--- config.mk ---
export PLATFORM = sky130hd
export DESIGN_NAME = donkey_move_ctl
export DESIGN_NICKNAME = d
export VERILOG_FILES = /design/src/rtl/donkey_pkg.sv /design/src/rtl/donkey_tick_gen.sv /design/src/rtl/donkey_move_ctl.sv
export SDC_FILE = /design/constraint.sdc
export NUM_CORES = 1
export LEC_CHECK = 0
export ABC_CLOCK_PERIOD_IN_PS = 7120
export CAP_MARGIN = 20
export CORE_MARGIN = 5
export CORE_UTILIZATION = 66
export CTS_BUF_LIST = sky130_fd_sc_hd__clkbuf_4 sky130_fd_sc_hd__clkbuf_8
export DETAILED_ROUTE_END_ITERATION = 12
export PLACE_DENSITY = 0.95
export SLEW_MARGIN = 25
export SYNTH_ARGS = -nofsm -noshare
export SYNTH_HDL_FRONTEND = slang
export SYNTH_SLANG_ARGS = --single-unit
--- constraint.sdc ---
create_clock -name clk -period 7.12 [get_ports clk]
set_input_delay 0.712 -clock clk [delete_from_list [all_inputs] [get_ports clk]]
set_output_delay 0.712 -clock clk [all_outputs]
set_load 0.02 [all_outputs]
--- src/rtl/donkey_pkg.sv ---
// Shared constants and types for the Donkey character: screen/sprite geometry,
// movement/jump pacing and the jump FSM state encoding.
// No ports; imported by donkey_move_ctl.
package donkey_pkg;

  // Sprite geometry and screen limits.
  localparam int CHARACTER_WIDTH     = 48;
  localparam int SCREEN_WIDTH        = 1024;
  localparam int X_MAX               = SCREEN_WIDTH - CHARACTER_WIDTH;

  // Spawn / landing position of the sprite's top-left corner.
  localparam int DONKEY_INITIAL_XPOS = 128;
  localparam int DONKEY_INITIAL_YPOS = 672;

  // Jump apex height in pixels.
  localparam int DONKEY_JUMP_HEIGHT  = 61;

  // Clock cycles per 1-pixel step: vertical (jump) and horizontal (walk).
  localparam int JUMP_TAKI_W_MIARE       = 1_400_000;
  localparam int MOVE_TAKI_NIE_MACQUEEN  = 250_000;

  typedef enum logic [1:0] {
    IDLE,
    RISE,
    FALL
  } donkey_state_t;

endpackage

--- src/rtl/donkey_tick_gen.sv ---
// Prescaler: emits a one-cycle tick every DIV enabled cycles.
// Ports: clk, rst (sync, active-high), en (level; counter clears while low),
//        tick (high on the cycle the counter sits at DIV-1 while enabled).
module donkey_tick_gen #(
  parameter int DIV = 2
) (
  input  logic clk,
  input  logic rst,
  input  logic en,
  output logic tick
);

  localparam int W = (DIV > 1) ? $clog2(DIV) : 1;
  localparam logic [W-1:0] LAST = W'(DIV - 1);

  logic [W-1:0] cnt;

  always_ff @(posedge clk) begin
    if (rst || !en) begin
      cnt <= '0;
    end else if (cnt == LAST) begin
      cnt <= '0;
    end else begin
      cnt <= cnt + 1'b1;
    end
  end

  assign tick = en && (cnt == LAST);

endmodule

--- src/rtl/donkey_move_ctl.sv ---
// Donkey movement controller: turns debounced left/right/jump levels into the
// sprite's top-left position (xpos/ypos), a jumping flag and facing direction.
// Ports: clk, rst (sync, active-high), left, right, jump in; xpos, ypos (11b),
//        jumping, facing_left out (all registered).
// Optional: define DONKEY_AIR_CONTROL_EN to allow walking while airborne.
module donkey_move_ctl
  import donkey_pkg::*;
#(
  parameter int MOVE_DIV    = MOVE_TAKI_NIE_MACQUEEN,
  parameter int JUMP_DIV    = JUMP_TAKI_W_MIARE,
  parameter int JUMP_HEIGHT = DONKEY_JUMP_HEIGHT,
  parameter int X_INIT      = DONKEY_INITIAL_XPOS,
  parameter int GROUND_Y    = DONKEY_INITIAL_YPOS,
  parameter int X_MAX       = donkey_pkg::X_MAX
) (
  input  logic        clk,
  input  logic        rst,
  input  logic        left,
  input  logic        right,
  input  logic        jump,
  output logic [10:0] xpos,
  output logic [10:0] ypos,
  output logic        jumping,
  output logic        facing_left
);

  localparam int HW = $clog2(JUMP_HEIGHT + 1);
  localparam logic [HW-1:0] H_TOP     = HW'(JUMP_HEIGHT);
  localparam logic [10:0]   X_MAX_C   = 11'(X_MAX);
  localparam logic [10:0]   X_INIT_C  = 11'(X_INIT);
  localparam logic [10:0]   GROUND_C  = 11'(GROUND_Y);

  donkey_state_t state, state_next;
  logic [HW-1:0] height, height_next;
  logic [10:0]   ypos_next;
  logic          jump_prev;
  logic          jump_rise;
  logic          one_dir;
  logic          move_en;
  logic          move_tick;
  logic          jump_tick;

  assign one_dir   = left ^ right;
  assign jump_rise = jump & ~jump_prev;

`ifdef DONKEY_AIR_CONTROL_EN
  assign move_en = one_dir;
`else
  // Walking is frozen while airborne; the counter restarts after landing.
  assign move_en = one_dir && (state == IDLE);
`endif

  donkey_tick_gen #(.DIV(MOVE_DIV)) u_move_tick (
    .clk  (clk),
    .rst  (rst),
    .en   (move_en),
    .tick (move_tick)
  );

  // Held at zero in IDLE, so every jump starts with a fresh full period.
  donkey_tick_gen #(.DIV(JUMP_DIV)) u_jump_tick (
    .clk  (clk),
    .rst  (rst),
    .en   (state != IDLE),
    .tick (jump_tick)
  );

  // Horizontal position and facing direction.
  always_ff @(posedge clk) begin
    if (rst) begin
      xpos        <= X_INIT_C;
      facing_left <= 1'b0;
    end else begin
      if (move_tick) begin
        if (left && (xpos != 11'd0)) begin
          xpos <= xpos - 11'd1;
        end else if (right && (xpos != X_MAX_C)) begin
          xpos <= xpos + 11'd1;
        end
      end
      // Facing tracks the held direction immediately, not only on ticks.
      if (left && !right) begin
        facing_left <= 1'b1;
      end else if (right && !left) begin
        facing_left <= 1'b0;
      end
    end
  end

  // Jump FSM: state register plus vertical position / height registers.
  always_ff @(posedge clk) begin
    if (rst) begin
      state     <= IDLE;
      ypos      <= GROUND_C;
      height    <= '0;
      jump_prev <= 1'b0;
      jumping   <= 1'b0;
    end else begin
      state     <= state_next;
      ypos      <= ypos_next;
      height    <= height_next;
      jump_prev <= jump;
      jumping   <= (state_next != IDLE);
    end
  end

  always_comb begin
    state_next  = state;
    ypos_next   = ypos;
    height_next = height;
    case (state)
      IDLE: begin
        if (jump_rise) begin
          state_next  = RISE;
          height_next = '0;
        end
      end
      RISE: begin
        if (jump_tick) begin
          ypos_next   = ypos - 11'd1;
          height_next = height + 1'b1;
          if (height_next == H_TOP) begin
            state_next = FALL;
          end
        end
      end
      FALL: begin
        // Edges of jump seen here (including the landing cycle) are dropped.
        if (jump_tick) begin
          ypos_next = ypos + 11'd1;
          if (ypos_next == GROUND_C) begin
            state_next = IDLE;
          end
        end
      end
      default: begin
        state_next = IDLE;
      end
    endcase
  end

endmodule

==> results by stage <==
Detailed routing:
- In the routed layout, each cell is associated on average with a via count of 6.52.
- Wires add up to 10.0 mm.
- The DRC violations left is 0.
- The number of nets still failing antenna checks after routing is 0.
- The routed length per instance is 16.2 um.
- The first TritonRoute pass finished after 5 iterations.
- The routed layout has 4032 vias.
- The violation count after the first detailed-routing iteration is 271.

Timing:
- The number of endpoints failing setup at the final stage is 0.
- The actual transition at the worst max-transition pin is 0.824 ns.
- The final worst hold slack is 0.463 ns.
- The maximum clock rate is 270 MHz.
- The accumulated negative setup slack is 0 ns.
- Setup repair after global routing left no endpoint under its margin.
- The clock skew after layout is 0.0101 ns.
- The clock period could shrink to 3.70 ns.
- Of the available clock period, the critical path in the final layout requires 52.0%.
- The count of pins over their slew limit was 0.
- The total count of hold-check failures in the final report came to 0.
- The relative max-transition margin is 44.6%.

Synthesis:
- The synthesized-area fraction occupied by xor and xnor cells is 9.91%.
- The number of warnings issued by yosys is 0.
- The gate count of the mapped netlist is 516.
- The number of enable-type register cells in the synthesized netlist is 0.
- The summed instance area of the synthesized netlist is 4240 um2.
- Of the total synthesized cell area, the portion taken by AND, OR, NAND and NOR gates is 30.9%.
- The post-synthesis net count is 538.
- The most instantiated flip-flop cell in the synthesis netlist is dfxtp_1.
- The post-synthesis adder-cell area fraction is 5.19%.
- The synthesized netlist devotes 14.6% of its cell area to compound gates.
- The sequential fraction of the synthesis area is 34.0%.
- After synthesis, the share of flip-flops with an asynchronous set or reset is 0%.
- Of the post-synthesis cell area, the part taken by muxes is 1.65%.
- After synthesis, the largest family of logic cells by area is simple AND/OR/NAND/NOR gates.
- The synthesis-stage register bit count is 72.
- The average footprint of a synthesized cell is 8.22 um2.
- The number of distinct standard cells referenced by the synthesized netlist is 65.

Pwr:
- Of the total power, the share spent switching nets is 23.1%.
- Internal power comes to 655 uW.
- Of the total power, combinational logic draws 5.4%.
- Power comes to 851 uW.
- In this run, the clock network consumes 46.5% of the power.
- The static leakage is 0.00167 uW.
- The switching power is 196 uW.
- Across the VDD grid, the largest voltage drop is 144 uV.
- Power spread over the standard cell area amounts to 178 nW/um2.
- The proportion of power drawn by flip-flops and latches is 48.1%.

Final layout:
- Cells fill 75.9% of the core in the end.
- The antenna diode instance count is 0.
- Relative to the synthesized area, the layout overhead comes to 12.9%.
- In the final layout, the share of cells above drive strength 1 is 6.65%.
- The finished layout holds 618 standard cells, fillers aside.
- The final net count is 558.

Critical path:
- STA puts the critical path data arrival time at 3.99 ns.
- The data required time at the worst endpoint is 7.41 ns.
- In this run the worst setup path begins at xpos[0].
- STA classifies the critical path endpoint as a flop.
- In this run the worst path has a maximum fanout of 12.
- The worst setup path is launched from a flop.
- The reg-to-reg startpoint is xpos[0].
- The worst setup path is of the reg -> reg kind.

Clocking:
- The CTS tree is built.
- Clock-pin slew was measured on the worst setup and hold paths at 0.08 ns.
- The clock drives 72 sinks.
- The clock tree root buffer cell is clkbuf_8.
- In this run, post-CTS hold repair placed 0 buffers.
- The number of H-tree levels is 3.
- The buffer count from post-CTS setup fixing is 0.
- Once the clock tree was built, the resizer swapped 0 gates to a different size.
- The number of clock buffers inserted by TritonCTS is 9.
- The worst-skew pair later-pin latency is 0.35 ns.
- The longest clock path from root to sink contains 2 buffers.

Floorplan:
- Once the floorplan was initialized, standard cells occupied 67.2% of the core.
- The width of the die is 90.2 um.
- After floorplanning, the core was sized to cover 6310 um2.
- The number of standard-cell rows in the floorplan is 29.
- The count of pins on the block boundary is 29.
- The chip height is 90.2 um.
- The die area is 8130 um2.

Outcome:
- The flow ran to the end, and the final reports show no timing, DRC or antenna violations.

GRT:
- The via count of the first global-routing pass is 3708.
- The first global-routing pass estimated 17.2 mm of wire.
- For this run, the total global-route usage over all layers was measured as 24.6%.
- The maximum number of pins on one net before global-route repair is 32.
- The number of antenna violations at the first check in global routing was 0.
- Global routing finished with a remaining overflow of 0.

Flow run:
- The number of max-cap violations is 0.

Min path:
- The startpoint identified for the worst hold timing path is u_jump_tick.cnt[0].
- The tightest min-delay check is of the reg -> reg type.

Place:
- The number of placed instances, taps included, is 602.
- Buffers placed on the I/O ports in this run total 28.
- The placer's final routability congestion estimate is 0.913.
- The HPWL after detailed placement is 6.72 mm.
## final timing paths
| kind | cells past startpoint | to | slack [ns] |
|---|---|---|---|
| worst min register to register | 1 | u_jump_tick.cnt[0] | 0.46 |
| worst max register to register | 9 | xpos[10] | 3.42 |
| worst max-delay path | 9 | xpos[10] | 3.42 |
| worst min-delay path | 1 | u_jump_tick.cnt[0] | 0.46 |
## registers in the layout, indices dropped and copies added (netlist names)
name / flops
jumping: 1
u_move_tick.cnt: 18
xpos: 11
state: 2
ypos: 11
u_jump_tick.cnt: 21
facing_left: 1
height: 6
jump_prev: 1
## layer usage
metal | vias to the layer above | GRT usage [%] | wire length [um]
met5 | - | 0 | 0
met4 | 0 | 9.80 | 189
met3 | 22 | 3.76 | 632
met2 | 167 | 41.2 | 4850
met1 | 1921 | 31.6 | 4360
li1 | 1922 | - | -
## kinds of logic after synthesis
group / Yosys count
xor+xnor: 48
compound gates: 90
fa+ha+maj: 17
buf+inv: 38
flops: 72
simple gates: 244
mux: 7
## power by group through the flow
stage | Combinational (uW) | Clock (uW) | Sequential [uW]
4_1_cts | 44.8 | 399 | 410
3_3_place_gp | 42.4 | 0 | 418
5_1_grt | 50.2 | 420 | 410
6_report | 45.7 | 396 | 410
2_1_floorplan | 32.1 | 0 | 418
3_5_place_dp | 44.3 | 0 | 419
## critical path, cell delays in order, from the launching register on
cell and delay, ns:
dfxtp_1 0.36, or4_1 0.56, o41ai_2 0.57, inv_1 0.38, ha_1 0.43, nor2b_1 0.17
o31ai_1 0.35, a21oi_1 0.21, o41ai_1 0.41, nand4bb_1 0.18
## layout make-up
cell class | instances | area [um2]
multi-input combinational | 406 | 2650
fill | 421 | 1520
sequential | 72 | 1440
timing repair buffer | 30 | 295
clock buffer | 9 | 124
clock inverter | 7 | 119
tap | 77 | 96.3
inverter | 17 | 63.8
## synth_stat cells (5+ instances only)
cell | count | area share, %
inv_1 | 17 | 1.5
and4_1 | 5 | 1.0
or3_1 | 5 | 0.74
dfxtp_1 | 72 | 34
a211oi_1 | 5 | 0.88
nand2b_1 | 7 | 1.0
or4_1 | 11 | 1.9
ha_1 | 16 | 4.7
o41ai_1 | 5 | 1.0
nor3_1 | 13 | 1.5
a21oi_1 | 24 | 2.8
o2111ai_1 | 5 | 1.0
nand4_1 | 16 | 2.4
nor2b_1 | 5 | 0.74
xnor2_1 | 21 | 4.3
nor2_1 | 68 | 6.0
mux2i_1 | 7 | 1.7
and3_1 | 13 | 1.9
o21ai_0 | 17 | 2.0
clkbuf_1 | 16 | 1.4
nor4_1 | 11 | 1.6
nand2_1 | 38 | 3.4
nand3_1 | 25 | 2.9
xor2_1 | 27 | 5.6
## cells in the final DEF, fill, tap and decap left out, types with 3 or more instances in the layout
master,count
or3_1,5
nand2b_1,7
and4_1,5
a31oi_1,3
nor2_1,68
nand3b_1,3
o211ai_1,3
o21a_1,3
nand4_1,16
dfxtp_1,72
bufinv_16,3
or4_1,11
o22ai_1,4
xnor2_1,21
o2111ai_1,5
nor2b_1,5
and3_1,13
o41ai_1,5
a21oi_1,24
clkdlybuf4s50_1,28
nand3_1,25
a211oi_1,5
nor4_1,11
xor2_1,27
mux2i_1,7
o21ai_0,17
nor3_1,13
inv_1,17
or2_2,4
clkbuf_8,9
nand2_1,38
ha_1,16
## per-stage QoR
stage	cell area [um2]	worst slack, ns
2_1_floorplan	4240	3.92
3_3_place_gp	4540	3.81
3_5_place_dp	4550	3.58
4_1_cts	4790	3.58
5_1_grt	4790	3.32
6_report	4790	3.42
(Power assumes the default switching activity.)
